==> config.mk <==
export PLATFORM = sky130hd
export DESIGN_NAME = uart_tx_fsm
export DESIGN_NICKNAME = d
export VERILOG_FILES = /design/src/rtl/uart_tx_fsm.sv
export SDC_FILE = /design/constraint.sdc
export NUM_CORES = 1
export LEC_CHECK = 0
export CAP_MARGIN = 5
export CORE_UTILIZATION = 57
export DETAILED_ROUTE_END_ITERATION = 10
export PLACE_DENSITY = 0.83
export SLEW_MARGIN = 20
export SYNTH_ARGS = -nofsm -noshare
export SYNTH_HDL_FRONTEND = slang
export SYNTH_SLANG_ARGS = --single-unit
==> constraint.sdc <==
create_clock -name clk -period 3.3 [get_ports clk]
set_clock_uncertainty 0.05 [all_clocks]
set_input_delay 0.495 -clock clk [delete_from_list [all_inputs] [get_ports clk]]
set_output_delay 0.495 -clock clk [all_outputs]
set_load 0.01 [all_outputs]
==> src/rtl/uart_tx_fsm.sv <==
// UART transmit engine: one byte per valid/ready handshake, sent LSB first
// as start, data, optional parity and stop bits, timed by the shared oversampling tick.
module uart_tx_fsm #(
  parameter int OVERSAMPLE = 16,
  parameter int DATA_BITS  = 8,
  parameter bit PARITY_EN  = 1'b0,
  parameter bit PARITY_ODD = 1'b0,
  parameter int STOP_BITS  = 1
) (
  input  logic                 clk,
  input  logic                 rst_n,
  input  logic                 sampling,
  input  logic                 i_tx_valid,
  input  logic [DATA_BITS-1:0] i_tx_d,
  output logic                 o_tx_ready,
  output logic                 o_tx_d,
  output logic                 o_tx_busy,
  output logic                 o_tx_complete
);

  localparam int TW = $clog2(OVERSAMPLE * 2);
  localparam logic [TW-1:0] BIT_END  = TW'(OVERSAMPLE - 1);
  localparam logic [TW-1:0] STOP_END = TW'(STOP_BITS * OVERSAMPLE - 1);
  localparam logic [3:0]    LAST_BIT = 4'(DATA_BITS - 1);

  typedef enum logic [2:0] {
    S_IDLE,
    S_START,
    S_DATA,
    S_PARITY,
    S_STOP,
    S_COMPLETE
  } state_e;

  state_e               state_q, state_d;
  logic [TW-1:0]        tick_q, tick_d;
  logic [3:0]           bit_q, bit_d;
  logic [DATA_BITS-1:0] shift_q, shift_d;
  logic                 par_q, par_d;
  logic                 tx_q, tx_d;
  logic                 hs;
  logic                 tick_inc;
  logic                 bit_end;
  logic                 stop_end;

  assign o_tx_ready    = (state_q == S_IDLE);
  assign o_tx_busy     = (state_q != S_IDLE);
  assign o_tx_complete = (state_q == S_COMPLETE);
  assign o_tx_d        = tx_q;

  assign hs       = i_tx_valid & o_tx_ready;
  assign tick_inc = sampling & o_tx_busy;
  assign bit_end  = sampling & (tick_q == BIT_END);
  assign stop_end = sampling & (tick_q == STOP_END);

  // Next-state, tick/bit counters and next line level (line is registered).
  always_comb begin
    state_d = state_q;
    tick_d  = tick_q;
    bit_d   = bit_q;
    shift_d = shift_q;
    par_d   = par_q;
    tx_d    = tx_q;
    if (tick_inc) begin
      tick_d = tick_q + TW'(1);
    end
    unique case (state_q)
      S_IDLE: begin
        tx_d = 1'b1;
        if (hs) begin
          shift_d = i_tx_d;
          par_d   = (^i_tx_d) ^ PARITY_ODD;
          tick_d  = '0;
          bit_d   = '0;
          tx_d    = 1'b0;
          state_d = S_START;
        end
      end
      S_START: begin
        if (bit_end) begin
          tick_d  = '0;
          tx_d    = shift_q[0];
          state_d = S_DATA;
        end
      end
      S_DATA: begin
        if (bit_end) begin
          tick_d  = '0;
          shift_d = shift_q >> 1;
          bit_d   = bit_q + 4'd1;
          tx_d    = shift_d[0];
          if (bit_q == LAST_BIT) begin
            if (PARITY_EN) begin
              tx_d    = par_q;
              state_d = S_PARITY;
            end else begin
              tx_d    = 1'b1;
              state_d = S_STOP;
            end
          end
        end
      end
      S_PARITY: begin
        if (bit_end) begin
          tick_d  = '0;
          tx_d    = 1'b1;
          state_d = S_STOP;
        end
      end
      S_STOP: begin
        if (stop_end) begin
          tick_d  = '0;
          tx_d    = 1'b1;
          state_d = S_COMPLETE;
        end
      end
      S_COMPLETE: begin
        tx_d    = 1'b1;
        state_d = S_IDLE;
      end
      default: begin
        tx_d    = 1'b1;
        state_d = S_IDLE;
      end
    endcase
  end

  // State and datapath registers; reset aborts any frame with the line high.
  always_ff @(posedge clk or negedge rst_n) begin
    if (!rst_n) begin
      state_q <= S_IDLE;
      tick_q  <= '0;
      bit_q   <= '0;
      shift_q <= '0;
      par_q   <= 1'b0;
      tx_q    <= 1'b1;
    end else begin
      state_q <= state_d;
      tick_q  <= tick_d;
      bit_q   <= bit_d;
      shift_q <= shift_d;
      par_q   <= par_d;
      tx_q    <= tx_d;
    end
  end

endmodule

# --- Word-level counts from Yosys, hierarchy flattened ---
# Cells that the tools add are included.
# W data, S select, Z words.
word_totals:
  regBits: 21
  wordCells: 55
  out_inout_bits: 4
  inputBits: 12
op_classes:
  bitwise: 3
  n_eq_ne: 14
  n_addsub: 2
  n_reduce_logical: 8
  mux: 23
op_table:
  columns: ["cell", "n"]
  rows:
  - ["$mux W3", 6]
  - ["$mux W8", 2]
  - ["$pmux W8 S2", 1]
  - ["$mux W5", 3]
  - ["$pmux W3 S5", 1]
  - ["$ne A2 B2 Y1 const B", 5]
  - ["$pmux W5 S2", 1]
  - ["$mux W4", 2]
  - ["$pmux W4 S2", 1]
  - ["$eq A3 B2 Y1 const B", 2]
  - ["$eq A3 B3 Y1 const B", 2]
  - ["$reduce_and A3 Y1", 2]
  - ["$reduce_and A6 Y1", 1]
  - ["$add A5 B1 Y5 const B", 1]
  - ["$eq A5 B4 Y1 const B", 1]
  - ["$mux W1", 5]
  - ["$add A4 B1 Y4 const B", 1]
  - ["$eq A4 B3 Y1 const B", 1]
  - ["$ne A2 B1 Y1 const B", 2]
  - ["$pmux W1 S4", 1]
  - ["$reduce_or A4 Y1", 1]
  - ["$and A1 B1 Y1", 3]
  - ["$eq A3 B1 Y1 const B", 1]
  - ["$logic_not A3 Y1", 1]
  - ["other kinds (3)", 3]

# --- Logic depth before layout (Yosys ltp) ---
# Gate-level depths: netlist of run 1.
depth:
  word_depth: 5
  depth_mapped: 7
  depth_no_buf: 6

# --- Worst setup path before layout of run 1 ---
# No wires, ideal clock.
synth_timing:
  kind: "reg-to-reg"
  from: "reg tick_q[0]"
  to: "reg shift_q[0]"
  n_path_buf: 0
  setup_ns: 0.125
  slack_ns: 1.408
  stages_incl_launch_ff: 7
  t_required_ns: 3.125
  arrival_time_ns: 1.718
  synth_period_minus_slack_ns: 1.892
  path_cell_list: "dfrtp_1 -> ha_1 -> and3_1 -> ha_1 -> nand3_1 -> a211oi_4 -> mux2_2"
synth_between:
  elab_chain_len: 4
synth_rtl:
  columns: ["item", "line", "source"]
  rows:
  - ["start: declaration", "36", "logic [TW-1:0] tick_q, tick_d;"]
  - ["start signal: assignment", "139", "tick_q <= tick_d;"]
  - ["$eq A5 B4 Y1", "53", "assign bit_end = sampling & (tick_q == BIT_END);"]
  - ["$and A1 B1 Y1", "53", null]
  - ["$ne A2 B2 Y1 (no line)", null, null]
  - ["$reduce_and A3 Y1 (no line)", null, null]
  - ["end signal: assignment", "141", "shift_q <= shift_d;"]
  - ["end: declaration", "38", "logic [DATA_BITS-1:0] shift_q, shift_d;"]
# No other way between the ends.
# A chain may end at the register's enable or synchronous reset.

# --- Final worst setup path of run 1 ---
layout_timing:
  from: "reg state_q[0]"
  to: "out o_tx_ready"
layout_between:
  elab_chain_len: 1
layout_rtl:
  columns: ["item", "line", "source"]
  rows:
  - ["start: declaration", "35", "state_e state_q, state_d;"]
  - ["start signal: assignment", "138", "state_q <= state_d;"]
  - ["$logic_not A3 Y1", "46", "assign o_tx_ready = (state_q == S_IDLE);"]
  - ["end: declaration", "15", "output logic o_tx_ready,"]
# No other way between the ends.

==> flow_summary.ini, run 1 <==
[status]
outcome = finished, final reports clean

[finish]
nNetsFinal = 141
instances_no_fill = 152
mostFrequentLayoutCells = dfrtp_1 (20), clkdlybuf4s50_1 (15), nand2b_1 (10)
drive_above_1_share = 0.184
antenna_cells = 0
area_delta_synth_final_pct = 15.6
fillers = 149
final_common_cell = dfrtp_1

[setup_path]
startpoint = state_q[0]$_DFFE_PN0P_
rrSetupSlack_ns = 1.08
cp_num_buf_inv = 2
cp.arrival_ns = 2.06
crit_family = buffers and inverters
r2r_end = shift_q[0]$_DFFE_PN0P_
crit_chain = or3_1 > inv_1 > clkdlybuf4s50_1
cp.required_ns = 2.75
slowest_stage = or3_1
critical_path.max_stage_delay_ns = 0.57
timing.rr.start = tick_q[0]$_DFF_PN0_
cp_max_fo = 14
cp-end-kind = output pin
crit_path_start_kind = flip-flop
crit_type = reg2out
r2r.worst_path.cells = 6

[synth]
syn_area_um2 = 1180
synthFlopType = dfrtp_1
synth_seq_cells = 21
postSynthCellCount = 111
synthArstFlopShare = 1.00
synth_compound_area_frac = 0.202
yosysSeqAreaShare = 0.448
synth_edf_count = 0
synth_top_family_by_area = simple AND/OR/NAND/NOR gates
avgSynthCellArea_um2 = 10.6
synth_fa_ha_area_frac = 0.0319
synthXorXnorAreaFrac = 0.00745
synthMuxAreaShare = 0.0447
syn_nets = 126
ys.warnings.count = 0
synth.distinct_cells = 42
synthSimpleGateAreaFrac = 0.214

[clocking]
insertion_delay_ns = 0.31
htreeDepth = 1
tritoncts = yes
cts_setup_buffers = 0
cts.sinks = 21
cts_buffers = 3
cts_resized = 0
clockBufferDepth = 2
clkTransAtPathRegs_ns = 0.11
root_buffer = clkbuf_4
holdBufCountCts = 0

[floorplan]
start_util = 0.606
rows = 16
die_height_um = 47.4
num_io_pins = 16
dieArea_um2 = 2250
die_w_um = 47.4
coreArea_um2 = 1940

[grt]
antenna_found_initial = 0
grt_pass1_wl_mm = 3.52
gr-total-overflow = 0
grt_pass1_vias = 834
grt_max_degree = 22
grt_usage = 0.233

[placed_design]
hpwl_mm = 1.64
port_buffers = 15
place_congestion = 0.738
dpl.cell_count = 148

[hold_path]
hold_class = reg2reg
hold_end = bit_q[3]$_DFFE_PN0P_
hold_depth = 1
min_from = bit_q[3]$_DFFE_PN0P_

[sta]
slew_violations = 0
final.min_clock_period_ns = 2.61
maxSlewHeadroom = 0.373
hold_viol = 0
rsz0062_at_grt = no
tightest_slew_ns = 0.937
fmax_ghz = 0.384
tns_ns = 0
post-route-period-util = 0.790
finalSetupViolCount = 0

[route]
wl_per_cell_um = 15.0
drc = 0
wirelength_mm = 2.29
ant_nets = 0
detail_route.first_pass.iterations = 4
avgViaCountPerCell = 5.83
vias = 886
drt_iter0_markers = 12

[pwr]
swShare = 0.347
p_seq_frac = 0.498
p_per_area_nw_per_um2 = 664
switchingPower_mw = 0.313
p_leak_nw = 0.552
p_total_mw = 0.903
p_clk_frac = 0.138
vdd_drop_max_uv = 543
pwr-share-comb = 0.364
internal-power_mw = 0.590

[job]
drv_cap = 0
## per-layer routing
metal	global-route usage	wire length, um	vias up
met4	0.120	48	0
met5	0	0	-
met2	0.403	1130	13
met1	0.282	1060	429
met3	0.0340	45	4
li1	-	-	440
## final cells by class
type                    instances  area (um2)  share of cell area
flip-flops and latches         21         527               0.387
inverters                       7        26.3              0.0193
well taps                      27        33.8              0.0248
clock buffers                   3        22.5              0.0166
clock inverters                 1        5.00             0.00368
repair buffers                 16         158               0.116
multi-input cells              77         588               0.432
## power by group through the flow
stage / Clock, mW / Combinational (mW) / Sequential [mW]
detailed placement: 0 / 0.334 / 0.452
CTS: 0.127 / 0.332 / 0.449
finish: 0.125 / 0.329 / 0.449
global placement: 0 / 0.317 / 0.446
floorplan: 0 / 0.269 / 0.414
global route: 0.135 / 0.364 / 0.464
## kinds of logic after synthesis
family	count (synthesis)
and+or+nand+nor	39
AOI/OAI and AO/OA	29
DFF	21
buffers and inverters	13
muxes	5
adders and majority gates	3
xor gates and xnor gates	1
## worst max path at each step
stage,to,slack [ns],cells after the start
detailed placement,shift_q[0]$_DFFE_PN0P_,0.90,4
floorplan,shift_q[0]$_DFFE_PN0P_,1.41,6
global route,o_tx_ready,0.59,3
CTS,o_tx_ready,0.67,3
finish,o_tx_ready,0.69,3
global placement,shift_q[0]$_DFFE_PN0P_,0.94,4
## registers in the layout, indices dropped and copies added (netlist names)
signal   cells
bit_q        4
o_tx_d       1
state_q      3
tick_q       5
shift_q      8
## per-stage QoR
step,setup slack [ns],util,hold slack (ns),instance area (um2)
CTS,0.673,0.700,0.450,1360
finish,0.694,0.700,0.435,1360
global route,0.593,0.700,0.457,1360
detailed placement,0.895,0.686,0.434,1330
global placement,0.941,0.686,0.410,1330
floorplan,1.41,-,0.149,1180
## synth_stat cells (2+ instances only)
library cell / count / area, um2
a21oi_1: 5 / 25.0
and3_1: 2 / 12.5
buf_2: 3 / 15.0
dfrtp_1: 20 / 500
ha_1: 3 / 37.5
inv_1: 7 / 26.3
mux2_2: 2 / 22.5
mux2i_1: 3 / 30.0
nand2_1: 3 / 11.3
nand2b_1: 10 / 62.6
nand3_1: 6 / 30.0
nand4b_1: 2 / 17.5
nor2_1: 2 / 7.51
o21ai_0: 6 / 30.0
o221a_2: 6 / 67.6
o311ai_0: 2 / 17.5
or2_2: 2 / 12.5
or3_1: 2 / 12.5
or3b_2: 2 / 17.5
No activity file was read; power rests on OpenSTA's default activity.
==> run 2, diff against run 1 <==
--- a/config.mk
+++ b/config.mk
@@ -6,9 +6,10 @@
 export NUM_CORES = 1
 export LEC_CHECK = 0
 export CAP_MARGIN = 5
-export CORE_UTILIZATION = 57
+export CORE_ASPECT_RATIO = 1.75
+export CORE_UTILIZATION = 48
 export DETAILED_ROUTE_END_ITERATION = 10
-export PLACE_DENSITY = 0.83
+export PLACE_DENSITY = 0.75
 export SLEW_MARGIN = 20
 export SYNTH_ARGS = -nofsm -noshare
 export SYNTH_HDL_FRONTEND = slang
==> constraint.sdc (replaced) <==
create_clock -name clk -period 2.3 [get_ports clk]
set_clock_uncertainty 0.05 [all_clocks]
set_input_delay 0.345 -clock clk [delete_from_list [all_inputs] [get_ports clk]]
set_output_delay 0.345 -clock clk [all_outputs]
set_load 0.01 [all_outputs]
==> run 2 against run 1 <==
  * Cell area grew 5.5%
  * Utilization decreased by 7.7 points
  * First-iteration DRC count up 17%
  * Hold slack got worse by 0.027 ns
  * Critical path depth is 3 higher
  * Flip-flop and latch count is the same
  * Clock power increased by 88%
  * Largest cell class unchanged
  * Sequential share of layout area fell by 2.0 points
  * Count of clock-buffer cells in the layout increased by 1
==> flow_summary.ini, run 2 (same netlist as run 1, synthesis figures left out) <==
[status]
outcome = finished, final reports clean

[finish]
drive_above_1_share = 0.226
antenna_cells = 0
largest_register_ffs = 8
largest-register = shift_q
mostFrequentLayoutCells = dfrtp_1 (20), clkdlybuf4s50_1 (15), nand2b_1 (10)
final_cell_area_um2 = 1440
top_regs = shift_q (8), tick_q (5), bit_q (4)
final_common_cell = dfrtp_1
area_delta_synth_final_pct = 22.0
nNetsFinal = 149
instances_no_fill = 158

[clocking]
clockBufferDepth = 2
htreeDepth = 1
cts_setup_buffers = 0
cts_resized = 0
cts_buffers = 3
cts.sinks = 21
holdBufCountCts = 0
tritoncts = yes
insertion_delay_ns = 0.26
root_buffer = clkbuf_8
clkTransAtPathRegs_ns = 0.07

[setup_path]
crit_type = reg2reg
crit_path_start_kind = flip-flop
startpoint = tick_q[0]$_DFF_PN0_
timing.rr.start = tick_q[0]$_DFF_PN0_
cp.arrival_ns = 2.14
cp-end-kind = flip-flop
r2r.worst_path.cells = 6
cp.required_ns = 2.42
cp_max_fo = 11

[sta]
tightest_slew_ns = 0.583
fin_hold_ws_ns = 0.408
slew_violations = 0
fmax_ghz = 0.495
maxSlewHeadroom = 0.610
finalSetupViolCount = 0
final.min_clock_period_ns = 2.02
post-route-period-util = 0.878
rsz0062_at_grt = no
hold_viol = 0
tns_ns = 0

[floorplan]
rows = 23
dieArea_um2 = 2660
die_height_um = 67.5
start_util = 0.511
die_w_um = 39.4
num_io_pins = 16
coreArea_um2 = 2300

[route]
ant_nets = 0
wirelength_mm = 2.30
avgViaCountPerCell = 5.92
drt_iter0_markers = 14
vias = 935
drc = 0
detail_route.first_pass.iterations = 4
wl_per_cell_um = 14.6

[grt]
busiest_layer = met2
use_met3 = 0.0197
met2_usage = 0.377
grt_usage = 0.213
grt_max_degree = 16
grt_use_met1 = 0.227
gr-total-overflow = 0
grt_pass1_vias = 876
grt_pass1_wl_mm = 3.80
antenna_found_initial = 0

[placed_design]
hpwl_mm = 1.81
placed_area_um2 = 1390
place_congestion = 0.751
dpl.cell_count = 154
port_buffers = 15

[pwr]
p_leak_nw = 0.597
p_total_mw = 1.40
vdd_drop_max_uv = 609
p_per_area_nw_per_um2 = 973

[hold_path]
hold_class = in2async

[job]
drv_cap = 0
## run 2: cell count changes in the layout (fill, tap and decap cells not counted)
cell / delta
clkbuf_4: -3
clkbuf_1: +1
clkinv_2: -1
buf_4: +8
clkbuf_8: +3
## run 2: per-layer routing
layer	wire length (um)	part of all wire	vias to the layer above
met4	57	0.025	0
met5	0	0	-
li1	-	-	457
met2	1280	0.56	17
met3	48	0.021	4
met1	913	0.40	457
## run 2: area by class of cell
class                           count  area, um2
Fill cell                         209        867
Multi-Input combinational cell     77        588
Sequential cell                    21        527
Timing Repair Buffer               24        218
Clock buffer                        4       45.0
Tap cell                           25       31.3
Inverter                            7       26.3
## run 2: critical path, cell delays in order (launching register included)
cell      delay (ns)
dfrtp_1         0.42
ha_1            0.22
and3_1          0.18
ha_1            0.23
and2_1          0.28
a31o_2          0.32
a311oi_2        0.23
## run 2: final timing paths
check,end,slack [ns]
worst max-delay path,tick_q[4]$_DFF_PN0_,0.28
worst min-delay path,tick_q[0]$_DFF_PN0_,0.41
worst max register to register,tick_q[4]$_DFF_PN0_,0.28
worst min register to register,bit_q[3]$_DFFE_PN0P_,0.42
max in group asynchronous,shift_q[2]$_DFFE_PN0P_,1.25
min in group clk,bit_q[3]$_DFFE_PN0P_,0.42
## run 2: stage by stage
stage                     utilization  setup WS [ns]
final                           0.623          0.279
after CTS                       0.623          0.262
after global placement          0.604          0.356
after detailed placement        0.604          0.283
after floorplan                     -          0.408
after global routing            0.623          0.168
## run 2: report_power, final
group,leakage (nW),switching [mW],internal (mW)
clock,0.0228,0.112,0.123
sequential,0.253,0.0904,0.510
combinational,0.322,0.253,0.308
total,0.597,0.455,0.941
